File: src/rtl/barrel_thread_sched.sv
// Barrel-pipeline issue controller: round-robin thread select over eligible threads,
// per-thread PC table, in-flight tracking, and global stall / W-bubble generation.
module barrel_thread_sched #(
  parameter int ADDRESS_WIDTH = 32,
  parameter int BITS_THREADS  = 3
) (
  input  logic                          clk,
  input  logic                          rst_n,
  input  logic                          thread_start_i,
  input  logic [BITS_THREADS-1:0]       thread_start_tid_i,
  input  logic [ADDRESS_WIDTH-1:0]      thread_start_pc_i,
  input  logic                          thread_halt_i,
  input  logic [BITS_THREADS-1:0]       thread_halt_tid_i,
  input  logic                          branch_taken_e_i,
  input  logic [BITS_THREADS-1:0]       branch_tid_e_i,
  input  logic [ADDRESS_WIDTH-1:0]      branch_target_e_i,
  input  logic                          wb_valid_i,
  input  logic [BITS_THREADS-1:0]       wb_tid_i,
  input  logic                          mem_req_m_i,
  input  logic                          mem_ready_i,
  output logic                          fetch_valid_o,
  output logic [BITS_THREADS-1:0]       fetch_tid_o,
  output logic [ADDRESS_WIDTH-1:0]      fetch_pc_o,
  output logic                          stall_o,
  output logic                          flush_w_o,
  output logic [(2**BITS_THREADS)-1:0]  thread_active_o
);

  localparam int NUM_THREADS = 2 ** BITS_THREADS;

  logic [NUM_THREADS-1:0]   active;
  logic [NUM_THREADS-1:0]   busy;
  logic [ADDRESS_WIDTH-1:0] pc [NUM_THREADS];
  logic [BITS_THREADS-1:0]  last_tid;

  logic [NUM_THREADS-1:0]   eligible;
  logic [BITS_THREADS-1:0]  cand;
  logic [BITS_THREADS-1:0]  sel;
  logic                     found;
  logic                     stall;
  logic                     issue;

  assign eligible = active & ~busy;
  assign stall    = mem_req_m_i & ~mem_ready_i;
  assign issue    = found & ~stall;

  // Search starts one past the last issuer; the narrow add wraps modulo NUM_THREADS.
  always_comb begin
    found = 1'b0;
    sel   = '0;
    cand  = '0;
    for (int unsigned i = 1; i <= NUM_THREADS; i++) begin
      cand = last_tid + BITS_THREADS'(i);
      if (!found && eligible[cand]) begin
        found = 1'b1;
        sel   = cand;
      end
    end
  end

  always_ff @(posedge clk or negedge rst_n) begin
    if (!rst_n) begin
      active   <= '0;
      busy     <= '0;
      last_tid <= '1;
      for (int unsigned t = 0; t < NUM_THREADS; t++) begin
        pc[t] <= '0;
      end
    end else begin
      if (wb_valid_i) begin
        busy[wb_tid_i] <= 1'b0;
      end
      if (issue) begin
        busy[sel] <= 1'b1;
        pc[sel]   <= pc[sel] + ADDRESS_WIDTH'(4);
        last_tid  <= sel;
      end
      // A redirected thread is in flight, so it never collides with the issue increment.
      if (branch_taken_e_i) begin
        pc[branch_tid_e_i] <= branch_target_e_i;
      end
      if (thread_start_i && !active[thread_start_tid_i]) begin
        active[thread_start_tid_i] <= 1'b1;
        busy[thread_start_tid_i]   <= 1'b0;
        pc[thread_start_tid_i]     <= thread_start_pc_i;
      end
      if (thread_halt_i) begin
        active[thread_halt_tid_i] <= 1'b0;
      end
    end
  end

  assign fetch_valid_o   = issue;
  assign fetch_tid_o     = issue ? sel : '0;
  assign fetch_pc_o      = issue ? pc[sel] : '0;
  assign stall_o         = stall;
  assign flush_w_o       = stall;
  assign thread_active_o = active;

endmodule

File: config.mk
export PLATFORM = sky130hd
export DESIGN_NAME = barrel_thread_sched
export DESIGN_NICKNAME = d
export VERILOG_FILES = /design/src/rtl/barrel_thread_sched.sv
export SDC_FILE = /design/constraint.sdc
export NUM_CORES = 1
export LEC_CHECK = 0
export ABC_AREA = 1
export BUFFER_PORTS_ARGS = -buffer_cell sky130_fd_sc_hd__buf_2
export CAP_MARGIN = 30
export CORE_ASPECT_RATIO = 1.75
export CORE_MARGIN = 5
export CORE_UTILIZATION = 28
export DETAILED_ROUTE_END_ITERATION = 10
export PLACE_DENSITY = 0.56
export RECOVER_POWER = 25
export SYNTH_ARGS = -nofsm -noshare
export SYNTH_HDL_FRONTEND = slang
export SYNTH_SLANG_ARGS = --single-unit
File: constraint.sdc
create_clock -name clk -period 4.59 [get_ports clk]
set_input_delay 0.459 -clock clk [delete_from_list [all_inputs] [get_ports clk]]
set_output_delay 0.459 -clock clk [all_outputs]
set_load 0.02 [all_outputs]
# After elaboration in Yosys (flattened, before gate mapping)

Cells that the tools add are included.

Register bits after elaboration: 275
Bits in latches: 0
Bits in writable memories: 0
ROM bits: 0
Bits of input ports: 84
Output and inout bits: 46
Word-level logic and storage cells: 145
Memories: 0

Add/sub/neg operators: 8
Multipliers: 0
Divide/modulo/power cells: 0
Order comparisons: 22
Equality and inequality tests: 0
Shift operators: 0
Muxes and demuxes: 64
Bitwise logic cells: 17
Reductions and logical operators: 23

Operators with widths:

| kind                    | number |
|---|---|
| $bwmux W256             | 3 |
| $mux W256               | 3 |
| $demux W32 S3           | 3 |
| $mux W32                | 6 |
| $bmux W32 S3            | 1 |
| $lt A3 B4 Y1 const B    | 12 |
| $mux W8                 | 5 |
| $add A32 B3 Y32 const B | 1 |
| $and A8 B8 Y8           | 4 |
| $not A8 Y8              | 4 |
| $bmux W1 S3             | 9 |
| $mux W3                 | 9 |
| $mux W1                 | 21 |
| $or A8 B8 Y8            | 2 |
| $logic_and A1 B1 Y1     | 15 |
| $add A3 B3 Y3 const B   | 4 |
| $demux W1 S3            | 4 |
| $ge A3 B1 Y1 const B    | 4 |
| $ge A4 B4 Y1 const B    | 3 |
| $lt A4 B1 Y1 const B    | 3 |
| $not A3 Y4              | 3 |
| $logic_not A1 Y1        | 8 |
| $add A3 B2 Y3 const B   | 2 |
| $add A3 B1 Y3 const B   | 1 |
| other kinds (2)         | 4 |

# Longest topological paths before layout

Gate-level depths: netlist of the first run.

Depth in word-level cells: 37
Mapped depth: 34
Gate-level depth less buffers: 31

# Worst setup path after synthesis of the first run

No wires, ideal clock.

Path kind: register to register
From: register last_tid[1]
To: register pc[48] (netlist name)
Library setup time: 0.066 ns
Arrival: 4.564 ns
Data required time: 4.524 ns
Slack: -0.040 ns
Cell stages (with the launch flop): 32
Buffers on the path: 4
Period minus slack after synthesis: 4.630 ns
Cells stage by stage: dfstp_2 > buf_4 > clkinv_1 > ha_1 > inv_1 > nand3_1 > nand2_1 > nand2_1 > nand2_1 > nand4_4 > nor2_4 > nand2_1 > nand3b_1 > buf_6 > nand2_4 > buf_6 > nand2_1 > o21ai_1 > nand2_1 > nand2_1 > nor2_1 > clkbuf_1 > ha_1 > inv_1 > nor3_1 > nand3_1 > nor2_2 > xor2_2 > nand2_1 > nand2_1 > nand2_1 > nand2_1

Cells in the longest elaborated chain, start to end: 36
Elaborated cells between the ends (all ways): 70
Classes of those cells: 8 x add/sub; 2 x order compare; 43 x mux; 2 x bitwise; 15 x reduce/logical

RTL lines:

| element                                          | RTL line | RTL |
|---|---|---|
| from (decl)                                      | 34       | `logic [BITS_THREADS-1:0] last_tid;` |
| from (signal assigned)                           | 76       | `last_tid <= sel;` |
| $add A3 B1 Y3                                    | 53       | `cand = last_tid + BITS_THREADS'(i);` |
| $bmux W1 S3                                      | 54       | `if (!found && eligible[cand]) begin` |
| $mux W1 (not written as such)                    | 54       |  |
| $mux W1                                          | 54       |  |
| $logic_not A1 Y1                                 | 54       |  |
| $logic_and A1 B1 Y1                              | 54       |  |
| $mux W1                                          | 54       |  |
| $logic_not A1 Y1                                 | 54       |  |
| (+20 left out)                                   | --       |  |
| $mux W32 (not written as such)                   | 75       | `pc[sel] <= pc[sel] + ADDRESS_WIDTH'(4);` |
| $add A32 B3 Y32 or $demux W32 S3 (tied branches) | 75       |  |
| $bwmux W256                                      | 75       |  |
| $mux W256 (*)                                    | 73       | `if (issue) begin` |
| $bwmux W256                                      | 80       | `pc[branch_tid_e_i] <= branch_target_e_i;` |
| $mux W256 (*)                                    | 79       | `if (branch_taken_e_i) begin` |
| $bwmux W256                                      | 85       | `pc[thread_start_tid_i] <= thread_start_pc_i;` |
| $mux W256 (*)                                    | 82       | `if (thread_start_i && !active[thread_start_tid_i]) begin` |
| to (signal, indexed assignment)                  | 75       |  |
| to (signal, indexed assignment)                  | 80       |  |
| to (signal, indexed assignment)                  | 85       |  |
| to (decl)                                        | 33       | `logic [ADDRESS_WIDTH-1:0] pc [NUM_THREADS];` |

Mark *: on every way between the ends. The rest lies on a longest branch, timed or not. The select of a mux whose other input is x is not followed.
A chain may end at the register's enable or synchronous reset.

# Worst setup path after layout of the first run

From: register last_tid[1]
To: output fetch_pc_o[2]

Cells in the longest elaborated chain, start to end: 30
Elaborated cells between the ends (all ways): 59
Classes of those cells: 7 x add/sub; 36 x mux; 2 x bitwise; 14 x reduce/logical

RTL lines:

| element                                      | RTL line | RTL |
|---|---|---|
| $add A3 B1 Y3                                | 53       |  |
| $bmux W1 S3                                  | 54       |  |
| $mux W1 (not written as such)                | 54       |  |
| $mux W1                                      | 54       |  |
| $logic_not A1 Y1                             | 54       |  |
| $logic_and A1 B1 Y1                          | 54       |  |
| $mux W1                                      | 54       |  |
| $logic_not A1 Y1                             | 54       |  |
| (+13 left out)                               | --       |  |
| $mux W1                                      | 54       |  |
| $logic_not A1 Y1                             | 54       |  |
| $logic_and A1 B1 Y1                          | 54       |  |
| $mux W3                                      | 54       |  |
| $not A3 Y4 (not written as such)             | 95       | `assign fetch_pc_o = issue ? pc[sel] : '0;` |
| $bmux W32 S3                                 | 95       |  |
| $mux W32 (not written as such) (2 in series) | 95       |  |
| $mux W32 (*)                                 | 95       |  |
| to (decl)                                    | 23       | `output logic [ADDRESS_WIDTH-1:0] fetch_pc_o,` |

Marked as above.

==> results of run 1 <==
## state kept, by name, summed over array words and instances (netlist names)
signal	cells
last_tid	3
thread_active_o	8
pc	256
busy	8
## cells by family (layout without fill, tap and decap cells)
kind of cell | after synthesis | in the layout | synth area share [%]
AO/OA/AOI/OAI | 734 | 734 | 18.0
XOR/XNOR | 11 | 11 | 0.913
adder cells (fa/ha/maj) | 3 | 3 | 0.177
buffers and inverters | 645 | 877 | 12.1
flip-flops | 275 | 275 | 32.4
other | 0 | 3 | 0
AND/OR/NAND/NOR | 1826 | 1828 | 36.4
## path summary, 6_finish.rpt
check	to	slack (ns)
setup / recovery	fetch_pc_o[2]	-0.06
max in group asynchronous	pc[132]	0.79
hold / removal	thread_active_o[5]	0.11
min in group asynchronous	pc[249]	1.27
setup reg to reg	pc[52]	0.04
hold reg to reg	pc[195]	0.56
## placed cells by master (no fill, tap or decap), types with 72 or more instances in the layout
| master | n |
|---|---|
| buf_2 | 101 |
| dfrtp_1 | 272 |
| buf_4 | 216 |
| o21ai_0 | 328 |
| inv_1 | 375 |
| a21oi_1 | 256 |
| nand3b_1 | 94 |
| nor2_1 | 83 |
| nand2_1 | 1288 |
| nand3_1 | 73 |
| nor2_4 | 72 |
| nand2_2 | 93 |
## cell type report
cell class                      instances  area (um2)
Fill cell                            8107       47800
Multi-Input combinational cell       2576       13000
Sequential cell                       275        6890
Timing Repair Buffer                  414        3760
Inverter                              415        1580
Tap cell                             1012        1270
Clock buffer                           45         906
Clock inverter                          3        40.0
Antenna cell                            3        7.51
## synth_stat cells, types with 2 or more instances
library cell,count
buf_1,31
dfstp_2,3
o221ai_1,3
a22oi_1,5
xor2_4,4
nand3_2,15
inv_2,14
o21ai_1,59
nand2_2,22
nor3_1,21
nor2_4,14
a22o_1,2
nor2_2,20
o22ai_1,32
ha_1,3
o21bai_1,3
buf_4,6
xor2_2,3
nand4_1,3
a211oi_1,9
a21oi_1,256
a2bb2oi_1,3
nor2_1,149
o211ai_1,14
nand2_4,2
buf_2,25
inv_1,400
dfrtp_1,272
nand3_1,93
o21ai_0,344
clkbuf_1,156
nand3b_1,94
nand2_1,1389
buf_6,12
xor2_1,3
## stage by stage
stage / cells / instance area [um2] / util (%)
finish: 4743 / 27500 / 36.5
global route: 4740 / 27500 / 36.5
CTS: 4667 / 25700 / 34.1
detailed placement: 4604 / 24200 / 32.2
global placement: 4599 / 24100 / 32.0
floorplan: 3494 / 21200 / -
## critical path, stage by stage (launching register included)
cell	delay [ns]
dfstp_2	0.57
inv_4	0.05
ha_4	0.28
buf_6	0.12
nand3_2	0.09
nand2_2	0.10
nand2_2	0.06
nand2_2	0.09
buf_6	0.13
nand3_1	0.09
nor2_2	0.12
nor2_1	0.06
nor2_2	0.18
nand3_4	0.18
buf_12	0.19
nand2_8	0.15
o21ai_0	0.11
nand2_1	0.06
nand2_1	0.06
nor2_2	0.14
buf_6	0.15
buf_8	0.14
inv_2	0.06
buf_4	0.15
nor2_1	0.09
buf_4	0.15
## metal layers
| metal | vias to the layer above | wire, um | track usage (%) |
|---|---|---|---|
| met5 | - | 103 | 0 |
| met4 | 14 | 10200 | 17.7 |
| met3 | 522 | 9030 | 3.72 |
| met2 | 1421 | 50200 | 40.9 |
| met1 | 11442 | 39200 | 28.6 |
| li1 | 11405 | - | - |
## what timing repair did
action,CTS,global route
setup buffers,12,58
pin swaps,15,89
hold buffers,1,0
cloned,2,15
gates resized for setup,89,300
hold endpoints to repair,68,0
setup endpoints to repair,224,240
==> metrics.md, run 1 <==
| Metric | Value |
|---|---|
| Mapped Avg Cell Area | `6.08 um2` |
| Port bufs | `129` |
| H-Tree Depth | `1` |
| Post-Syn Nets | `3581` |
| Register area share after synthesis | `32.4%` |
| Number of synthesized flops with an enable pin | `0` |
| Max_cap viols | `1` |
| Largest net degree at the start of global routing | `100` |
| Number of cells on the worst hold path | `2` |
| P&R area growth vs syn | `29.2%` |
| CTS tree | `done` |
| HP Class | `input port to flop` |
| WS Path Type | `flop to output pin` |
| Status | `finished with violations` |
| Initial antenna violation count | `9` |
| Fmax | `0.215 GHz` |
| Setup TNS | `-0.338 ns` |
| CTS max path bufs | `3` |
| Total CTS buffers | `28` |
| Worst setup path start | `last_tid[1]` |
| Worst Reg-to-Reg Cells | `32` |
| Routability cong. | `0.952` |
| Antenna Violating Nets Remaining | `0` |
| Share of the synthesized area in the top cell type | `32.0%` |
| 1st-iter DRT viols | `2604` |
| WL final | `109000 um` |
| Fin crit period | `4.65 ns` |
| CTS root buf | `clkbuf_16` |
| Final Hold Vio Count | `0` |
| Cell Area, Synth | `21200 um2` |
| HPWL Detailed | `67100 um` |
| CP Max Fanout | `9` |
| WL/cell | `22.9 um` |
| Hold_ws | `0.114 ns` |
| Number of synthesized register bits | `275` |
| Yosys top cell by area | `dfrtp_1` |
| Synthesized netlist cell count | `3494` |
| Post-route DRC | `0` |
| RSZ-0062 raised after global routing | `true` |
| Number of detailed-routing iterations run before antenna repair | `6` |
| Ys flop type | `dfrtp_1` |
| Height of the die | `374 um` |
| Nature of the critical path endpoint | `output pin` |
| Row Count | `133` |
| Worst skew pair latency | `0.60 ns` |
| Critical Path RT | `4.13 ns` |
| Slew HR | `-89.1%` |
| Layout cells sized above 1 | `21.2%` |
| Die W | `218 um` |
| Via Count | `24804` |
| Fin crit share | `101%` |
| Worst r2r src | `last_tid[1]` |
| Yosys warns | `0` |
| GRT Overall Usage | `24.6%` |
| Fin nets | `3797` |
| First-pass GRT wire length | `152000 um` |
| Clock Pin Slew Worst Setup and Hold Paths | `0.07 ns` |
| Synth top area cells | `dfrtp_1 32%, nand2_1 25%, o21ai_0 8.1%` |
| Hold Startpoint | `thread_halt_tid_i[0]` |
| Clock sinks | `275` |
| Aggregate global routing overflow | `0` |
| Post-DR vias/cell | `5.23` |
| Final setup margin | `-0.0616 ns` |
| Starting Density | `28.2%` |
| DP Worst Slack | `-0.167 ns` |
| Least-Margin Pin Slew | `2.84 ns` |
| Final Max Slew Viols | `99` |
| Worst EP arrival | `4.19 ns` |
| Crit start category | `flop` |
| Vias in the first global route | `23446` |
| Setup violators final | `12` |
| Asr flop ratio synth | `100%` |
| Synth cell types | `45` |
| Core area | `75200 um2` |
| Failing checks | `max-capacitance violations, max-slew violations, negative setup slack` |
| Die Area | `81700 um2` |
| IO Pins | `130` |
| Setup Skew | `0.0253 ns` |
Power of run 1 is not shown: default switching activity piles up to over one toggle a cycle in this logic, so the estimate is an artifact.
==> run 2, diff against run 1 <==
--- a/config.mk
+++ b/config.mk
@@ -10,9 +10,9 @@
 export CAP_MARGIN = 30
 export CORE_ASPECT_RATIO = 1.75
 export CORE_MARGIN = 5
-export CORE_UTILIZATION = 28
+export CORE_UTILIZATION = 45
 export DETAILED_ROUTE_END_ITERATION = 10
-export PLACE_DENSITY = 0.56
+export PLACE_DENSITY = 0.76
 export RECOVER_POWER = 25
 export SYNTH_ARGS = -nofsm -noshare
 export SYNTH_HDL_FRONTEND = slang
==> constraint.sdc (replaced) <==
create_clock -name clk -period 4.59 [get_ports clk]
set_input_delay 0.2295 -clock clk [delete_from_list [all_inputs] [get_ports clk]]
set_output_delay 0.2295 -clock clk [all_outputs]
set_load 0.02 [all_outputs]
==> metrics.md, run 2 (synthesized netlist as in run 1, its figures left out) <==
| Metric | Value |
|---|---|
| Worst EP arrival | `4.23 ns (+0.04 ns)` |
| CTS root buf | `clkbuf_16` |
| 1st-iter DRT viols | `3137 (+20%)` |
| Least-Margin Pin Slew | `2.29 ns (-0.550 ns)` |
| Initial antenna violation count | `6 (-3)` |
| Max FFs per register | `256 (unchanged)` |
| Design area | `25200 um2 (-8.3%)` |
| Fmax | `0.224 GHz (+4.2%)` |
| Fin crit share | `97.3% (-4.1 points)` |
| Final Hold Vio Count | `0 (unchanged)` |
| WL/cell | `21.7 um (-5.5%)` |
| Commonest non-fill, non-tap cell in the layout | `nand2_1` |
| Met2 GRT Util | `54.1% (+13 points)` |
| Critical Path RT | `4.36 ns (+0.23 ns)` |
| Clock Pin Slew Worst Setup and Hold Paths | `0.07 ns (about the same)` |
| Starting Density | `45.4% (+17 points)` |
| Die Area | `51800 um2 (-37%)` |
| Largest net degree at the start of global routing | `101 (+1.0%)` |
| Crit start category | `flop` |
| Fin crit period | `4.46 ns (-0.188 ns)` |
| Status | `finished with violations` |
| Nature of the critical path endpoint | `output pin` |
| Met1 Use GR | `36.8% (+8.2 points)` |
| Number of detailed-routing iterations run before antenna repair | `11 (+5)` |
| RSZ-0062 raised after global routing | `true` |
| IO Pins | `130 (unchanged)` |
| Final Max Slew Viols | `133 (+34%)` |
| Row Count | `105 (-21%)` |
| Total CTS buffers | `27 (-3.6%)` |
| Post-route DRC | `1 (+1)` |
| Failing checks | `design-rule violations, max-capacitance violations, max-slew violations` |
| Area of placed instances | `23300 um2 (-4.0%)` |
| Antenna Violating Nets Remaining | `0 (unchanged)` |
| Routability cong. | `1.03 (+7.8%)` |
| Vias in the first global route | `23065 (-1.6%)` |
| Max_cap viols | `1 (unchanged)` |
| WS Path Type | `flop to output pin` |
| First-pass GRT wire length | `134000 um (-11%)` |
| CP Max Fanout | `25 (+16)` |
| Post-DR vias/cell | `5.84 (+12%)` |
| HP Class | `input port to flop` |
| HPWL Detailed | `57100 um (-15%)` |
| Layout cells sized above 1 | `14.6% (-6.6 points)` |
| Slew HR | `-52.4% (+37 points)` |
| Post-layout util | `53.8% (+17 points)` |
| Setup Skew | `0.0281 ns (+0.00285 ns)` |
| Core area | `46800 um2 (-38%)` |
| CTS tree | `done` |
| CTS max path bufs | `3 (unchanged)` |
| Worst skew pair latency | `0.58 ns (-0.02 ns)` |
| Aggregate global routing overflow | `0 (unchanged)` |
| Setup TNS | `0 ns (+0.338 ns)` |
| Commonest cells after routing, fill and taps aside | `1377 x nand2_1, 397 x inv_1, 343 x o21ai_0, 272 x dfrtp_1, 256 x a21oi_1` |
| GRT Overall Usage | `33.2% (+8.6 points)` |
| Grt met3 use | `6.64% (+2.9 points)` |
| H-Tree Depth | `1 (unchanged)` |
| WL final | `92000 um (-15%)` |
| Setup violators final | `0 (-12)` |
| P&R area growth vs syn | `18.5%` |
| Largest register by flop count | `pc` |
| Height of the die | `297 um (-21%)` |
| Via Count | `24801 (-0.012%)` |
| Gr busiest metal | `met2` |
| Port bufs | `129 (unchanged)` |
| Fin nets | `3725 (-1.9%)` |
| Die W | `174 um (-20%)` |
| Clock sinks | `275 (unchanged)` |
## run 2: critical path: stages, from the launching register on
cell       delay [ns]
dfstp_2          0.55
inv_2            0.05
ha_4             0.28
buf_4            0.13
nand3_1          0.07
nand2_1          0.14
nand2_1          0.12
nand2_4          0.12
nand3_1          0.10
nor2_2           0.13
nor2_1           0.08
nor2_2           0.14
nand3_4          0.22
buf_12           0.22
clkbuf_16        0.20
nand3b_1         0.14
nand2_1          0.07
nand2_1          0.06
nand2_1          0.09
nor2_4           0.19
buf_4            0.14
inv_1            0.04
buf_4            0.14
nor2_1           0.07
buf_2            0.17
## run 2: area by class of cell
type	count	area [um2]
Fill cell	4557	21600
Multi-Input combinational cell	2576	12300
Sequential cell	275	6890
Timing Repair Buffer	343	2780
Inverter	415	1560
Clock buffer	35	746
Tap cell	588	736
Clock inverter	14	190
Antenna cell	2	5.00
## run 2: worst paths after layout
| path | startpoint | slack (ns) | to | depth (start not counted) |
|---|---|---|---|---|
| worst min register to register | pc[160] | 0.56 | pc[160] | 2 |
| max in group asynchronous | rst_n | 1.07 | pc[48] | 3 |
| worst max-delay path | last_tid[1] | 0.13 | fetch_pc_o[14] | 24 |
| worst max register to register | last_tid[0] | 0.14 | pc[54] | 24 |
| worst min-delay path | thread_halt_tid_i[2] | 0.02 | thread_active_o[0] | 3 |
| min in group asynchronous | rst_n | 0.88 | pc[120] | 2 |
## run 2: layer usage
metal  up-vias  part of all wire (%)
met3       677                    11
met4         3                    11
met1     11037                    33
met5         -                 0.033
li1      11279                     -
met2      1805                    45
## run 2: timing repair
| action | in CTS | in global routing |
|---|---|---|
| resized for setup | 21 | 75 |
| buffers inserted | 2 | 17 |
| hold buffers | 31 | 0 |
| gates cloned | 0 | 7 |
| hold endpoints to repair | 283 | 0 |
| pin swaps | 1 | 25 |
| setup endpoints to repair | 96 | 260 |
## run 2: metrics by stage
| step | instances | worst slack, ns | hold slack (ns) |
|---|---|---|---|
| after floorplan | 3494 | 0.0421 | -0.0661 |
| after global placement | 4137 | -0.0000506 | 0.298 |
| after detailed placement | 4140 | -0.0621 | 0.289 |
| after CTS | 4222 | -0.00637 | 0.00638 |
| after global routing | 4248 | -0.101 | 0.0309 |
| final | 4248 | 0.126 | 0.0161 |
Power of run 2 is left out for the same reason.
